--- config.mk ---
export PLATFORM = sky130hd
export DESIGN_NAME = cfg_write_sequencer
export DESIGN_NICKNAME = d
export VERILOG_FILES = /design/src/rtl/cfg_write_sequencer.sv
export SDC_FILE = /design/constraint.sdc
export NUM_CORES = 1
export LEC_CHECK = 0
export ABC_AREA = 1
export BUFFER_PORTS_ARGS = -buffer_cell sky130_fd_sc_hd__clkbuf_2
export CORE_MARGIN = 2
export CORE_UTILIZATION = 47
export CTS_CLUSTER_SIZE = 20
export DETAILED_ROUTE_END_ITERATION = 7
export HOLD_SLACK_MARGIN = 0.03
export PLACE_DENSITY = 0.81
export SLEW_MARGIN = 20
export SYNTH_ARGS = -nofsm -noshare
export SYNTH_HDL_FRONTEND = slang
export SYNTH_SLANG_ARGS = --single-unit
--- constraint.sdc ---
create_clock -name PCIE_dma_engine_clk -period 1.4 [get_ports PCIE_dma_engine_clk]
set_input_delay 0.14 -clock PCIE_dma_engine_clk [delete_from_list [all_inputs] [get_ports PCIE_dma_engine_clk]]
set_output_delay 0.14 -clock PCIE_dma_engine_clk [all_outputs]
set_load 0.02 [all_outputs]
--- src/rtl/cfg_write_sequencer.sv ---
// Configuration write sequencer: arbitrates host/scan writes, issues register load strobes,
// and enforces a flush guard after filter-mode changes. Scan port gated by `CFG_SEQ_SCAN_PORT_EN.
module cfg_write_sequencer #(
   parameter int unsigned GUARD_CYCLES = 16
) (
   input  logic        PCIE_dma_engine_clk,
   input  logic        rst_n,
   input  logic        host_req,
   input  logic [3:0]  host_addr,
   input  logic [7:0]  host_wdata,
   output logic        host_ack,
   input  logic        scan_req,
   input  logic [3:0]  scan_addr,
   input  logic [7:0]  scan_wdata,
   output logic        scan_ack,
   output logic [7:0]  narrow_band_width,
   output logic        narrow_band_width_en,
   output logic [1:0]  filter_mode,
   output logic        filter_mode_en,
   output logic [7:0]  start_cmp_position,
   output logic        start_cmp_position_en,
   output logic        busy,
   output logic        addr_err,
   output logic [15:0] cfg_write_count
);

   localparam logic [1:0] IDLE  = 2'd0;
   localparam logic [1:0] ISSUE = 2'd1;
   localparam logic [1:0] GUARD = 2'd2;

   logic [1:0] state;
   logic       last_scan;
   logic [1:0] shadow;
   logic       fm_change;
   logic [7:0] guard_cnt;
   logic       scan_valid;
   logic       grant_scan;
   logic [3:0] g_addr;
   logic [7:0] g_data;

`ifdef CFG_SEQ_SCAN_PORT_EN
   assign scan_valid = scan_req;
`else
   logic unused_scan_req;
   assign unused_scan_req = scan_req;
   assign scan_valid      = 1'b0;
`endif

   // Round-robin: on a tie the requester that was not granted last wins.
   always_comb begin
      grant_scan = 1'b0;
      if (scan_valid && (!host_req || !last_scan))
         grant_scan = 1'b1;
      g_addr = grant_scan ? scan_addr  : host_addr;
      g_data = grant_scan ? scan_wdata : host_wdata;
   end

   always_ff @(posedge PCIE_dma_engine_clk or negedge rst_n) begin
      if (!rst_n) begin
         state                 <= IDLE;
         last_scan             <= 1'b1;
         shadow                <= 2'b00;
         fm_change             <= 1'b0;
         guard_cnt             <= '0;
         host_ack              <= 1'b0;
         scan_ack              <= 1'b0;
         narrow_band_width     <= 8'd25;
         narrow_band_width_en  <= 1'b0;
         filter_mode           <= 2'b00;
         filter_mode_en        <= 1'b0;
         start_cmp_position    <= '0;
         start_cmp_position_en <= 1'b0;
         busy                  <= 1'b0;
         addr_err              <= 1'b0;
         cfg_write_count       <= '0;
      end else begin
         host_ack              <= 1'b0;
         scan_ack              <= 1'b0;
         narrow_band_width_en  <= 1'b0;
         filter_mode_en        <= 1'b0;
         start_cmp_position_en <= 1'b0;
         addr_err              <= 1'b0;
         case (state)
            IDLE: begin
               if (host_req || scan_valid) begin
                  // The grant edge registers all ISSUE-cycle outputs so they appear one cycle later.
                  state     <= ISSUE;
                  busy      <= 1'b1;
                  last_scan <= grant_scan;
                  host_ack  <= !grant_scan;
                  scan_ack  <= grant_scan;
                  fm_change <= (g_addr == 4'h1) && (g_data[1:0] != shadow);
                  case (g_addr)
                     4'h0: begin
                        narrow_band_width    <= g_data;
                        narrow_band_width_en <= 1'b1;
                        cfg_write_count      <= cfg_write_count + 16'd1;
                     end
                     4'h1: begin
                        filter_mode     <= g_data[1:0];
                        filter_mode_en  <= 1'b1;
                        cfg_write_count <= cfg_write_count + 16'd1;
                     end
                     4'h2: begin
                        start_cmp_position    <= g_data;
                        start_cmp_position_en <= 1'b1;
                        cfg_write_count       <= cfg_write_count + 16'd1;
                     end
                     default: addr_err <= 1'b1;
                  endcase
               end
            end
            ISSUE: begin
               if (fm_change) begin
                  shadow    <= filter_mode;
                  guard_cnt <= 8'(GUARD_CYCLES - 1);
                  state     <= GUARD;
               end else begin
                  state <= IDLE;
                  busy  <= 1'b0;
               end
            end
            GUARD: begin
               if (guard_cnt == '0) begin
                  state <= IDLE;
                  busy  <= 1'b0;
               end else begin
                  guard_cnt <= guard_cnt - 8'd1;
               end
            end
            default: begin
               state <= IDLE;
               busy  <= 1'b0;
            end
         endcase
      end
   end

endmodule

==> impl_metrics.toml <==
[synth]
synth-seq-area-share = 0.539
ys_ff_latch = 53
synth-xor-area-share = 0.0461
yosys.area_share.simple = 0.274
synth_compound_area_frac = 0.0538
synth_fp_nets = 326
synth_top_family_by_area = "simple AND/OR/NAND/NOR gates"
synth_cells = 295
synthMuxAreaShare = 0
syn_avg_cell_area_um2 = 8.36
yosysWarnings = 0
synth_adder_area_share = 0.0152
netlist_area_um2 = 2470
synth.distinct_cells = 26

[timing]
hold_viol_final = 0
fin_worst_skew_ps = 5.79
fin_crit_ps = 1350
fmax_mhz = 738
drv_slew = 0
setup_viol = 0
finalSetupTns_ps = 0
final.setup.worst_slack_ps = 45.9
holdWs_ps = 56.4
finalCritPeriodShare = 0.967
grt_setup_unrepaired = "yes"

[setup_path]
cp.arrival_ps = 1560
critPathMaxStageDelay_ps = 400
path_max_fanout = 8
crit_required_ps = 1610
crit_path_start_kind = "flop"
critical_path.slowest_cell = "dfrtp_1"
cp_top_family = "simple AND/OR/NAND/NOR gates"
cp.buffers_inverters = 1
critical_path_class = "flop to flop"
crit_path_cell_trace = "inv_2 > ha_4 > nand2_2 > nor2_2 > nand2_2 > nand2_4 > nand2_8 > nor2_1 > nor2_1"
cp-end-kind = "flop"

[cts]
clock_sinks = 53
root_buffer = "clkbuf_8"
cts_tree = "done"
clkLatencyLatePin_ps = 310
htreeDepth = 2
path_clk_slew_ps = 90
cts_made_buffers = 5
cts_buffer_depth = 2

[global_route]
grt_pass1_vias = 2026
antenna_found_initial = 0
grt_use_total = 0.182
grt_pass1_wl_um = 8660
grt_start_max_net_pins = 54
overflow = 0

[die]
initial_core_util = 0.486
io_pins = 69
fp.coreArea_um2 = 5070
dieArea_um2 = 5850
row_count = 26
die_w_um = 76.5
die_height_um = 76.5

[pwr]
power_density_nw_per_um2 = 1460
finalPower_mw = 4.76
power.leakage_nw = 1.69
vdd_drop_max_uv = 922

[final_layout]
regArea_um2 = 1330
finish.instance_area_um2 = 3270
multi_input_area_um2 = 1100
nets = 406
layout_commonest_cell = "nand2_1"
drive_above_1_share = 0.354
final_cell_mix = "81 x nand2_1, 54 x clkbuf_2, 47 x dfrtp_1"
n_antenna_cell = 0
fill_cells = 428
synthToLayoutAreaGrowth_pct = 32.5

[place]
gp_congestion = 0.879
io_buffers = 54
dpl.hpwl_um = 3660
pre_cts_slack_ps = 27.8
place_area_um2 = 2960

[routing]
drc = 0
drt_first_pass_iters = 5
wl_per_cell_um = 12.0
routed_via_density = 4.87
detail-route-antenna-nets = 0
wirelength_um = 5350
drt_iter0_markers = 225
vias = 2171

[run_status]
outcome = "completed"

[job]
cap_viol_max_count = 0

[hold_path]
min_path_type = "input pin to flop"
area by class of cell:
cell class	count	area share
Clock buffer	5	0.0211
Clock inverter	3	0.0134
Inverter	39	0.0448
Multi-Input combinational cell	198	0.336
Sequential cell	53	0.408
Tap cell	70	0.0268
Timing Repair Buffer	78	0.150
where the power goes:
part	leakage, nW	switching [mW]	internal, mW	total, mW
sequential	0.673	0.219	1.86	2.08
clock	0.0585	0.512	0.536	1.05
combinational	0.955	0.987	0.646	1.63
total	1.69	1.72	3.04	4.76
Yosys cell counts:
cell type	number	area (um^2)
dfstp_2	3	78.8
nand4_1	8	50.1
clkinv_1	1	3.75
nor2_2	1	6.26
nor2_4	1	11.3
clkbuf_1	1	3.75
nor2_8	1	20.0
nand3_2	2	20.0
nand2_2	4	25.0
buf_2	3	15.0
dfrtp_1	50	1250
nor3_1	2	10.0
o21ai_0	1	5.00
o21ai_1	24	120
conb_1	1	3.75
nand3_1	17	85.1
inv_2	3	11.3
buf_4	1	7.51
o21bai_1	1	7.51
nand2_1	88	330
xor2_1	7	61.3
and3_1	1	6.26
nor2_1	30	113
inv_1	35	131
xnor2_1	6	52.6
ha_1	3	37.5
sequential cells by signal, indices dropped and copies added, names as in the netlist:
signal and flops:
addr_err 1, busy 1, cfg_write_count 16, filter_mode 2, filter_mode_en 1, fm_change 1
guard_cnt 8, host_ack 1, narrow_band_width 8, narrow_band_width_en 1, shadow 2, start_cmp_position 8
start_cmp_position_en 1, state 2
path summary, 6_finish.rpt:
| path | from | end | slack, ps | depth (start not counted) |
|---|---|---|---|---|
| max in group asynchronous | rst_n | narrow_band_width[3]$_DFFE_PN1P_ | 760 | 3 |
| hold / removal | host_wdata[5] | start_cmp_position[5]$_DFFE_PN0P_ | 60 | 3 |
| min in group asynchronous | rst_n | filter_mode[1]$_DFFE_PN0P_ | 350 | 3 |
| setup reg to reg | guard_cnt[0]$_DFFE_PN0P_ | guard_cnt[0]$_DFFE_PN0P_ | 50 | 9 |
| setup / recovery | guard_cnt[0]$_DFFE_PN0P_ | guard_cnt[0]$_DFFE_PN0P_ | 50 | 9 |
| hold reg to reg | narrow_band_width[3]$_DFFE_PN1P_ | narrow_band_width[3]$_DFFE_PN1P_ | 480 | 2 |
tightest hold or removal path, cell delays in order:
cell	delay, ps
clkbuf_2	80
inv_1	50
o21ai_1	60
routing by layer:
metal  share of wire  track usage  wire length [um]  vias to the layer above
li1                -            -                 -                     1078
met1            0.43        0.224              2310                      992
met2            0.48        0.319              2560                       83
met3           0.068       0.0450               365                       18
met4           0.021       0.0509               112                        0
met5               0            0                 0                        -
what timing repair did:
| action | in CTS | in global routing |
|---|---|---|
| hold endpoints to repair | 52 | 0 |
| endpoints found under the setup margin | 0 | 21 |
| hold buffers | 3 | 0 |
| buffers inserted | 0 | 3 |
| gates resized for setup | 0 | 42 |
cell families after synthesis:
kind of cell    count (synthesis)
flops                          53
other cells                     1
simple gates                  155
buf+inv                        44
compound gates                 26
xor+xnor                       13
fa+ha+maj                       3
stage by stage:
stage	instances	util
after floorplan	295	-
after CTS	443	0.612
after global routing	446	0.644
final	446	0.644
after detailed placement	432	0.584
after global placement	432	0.584
Power figures use the tool's default switching activity.
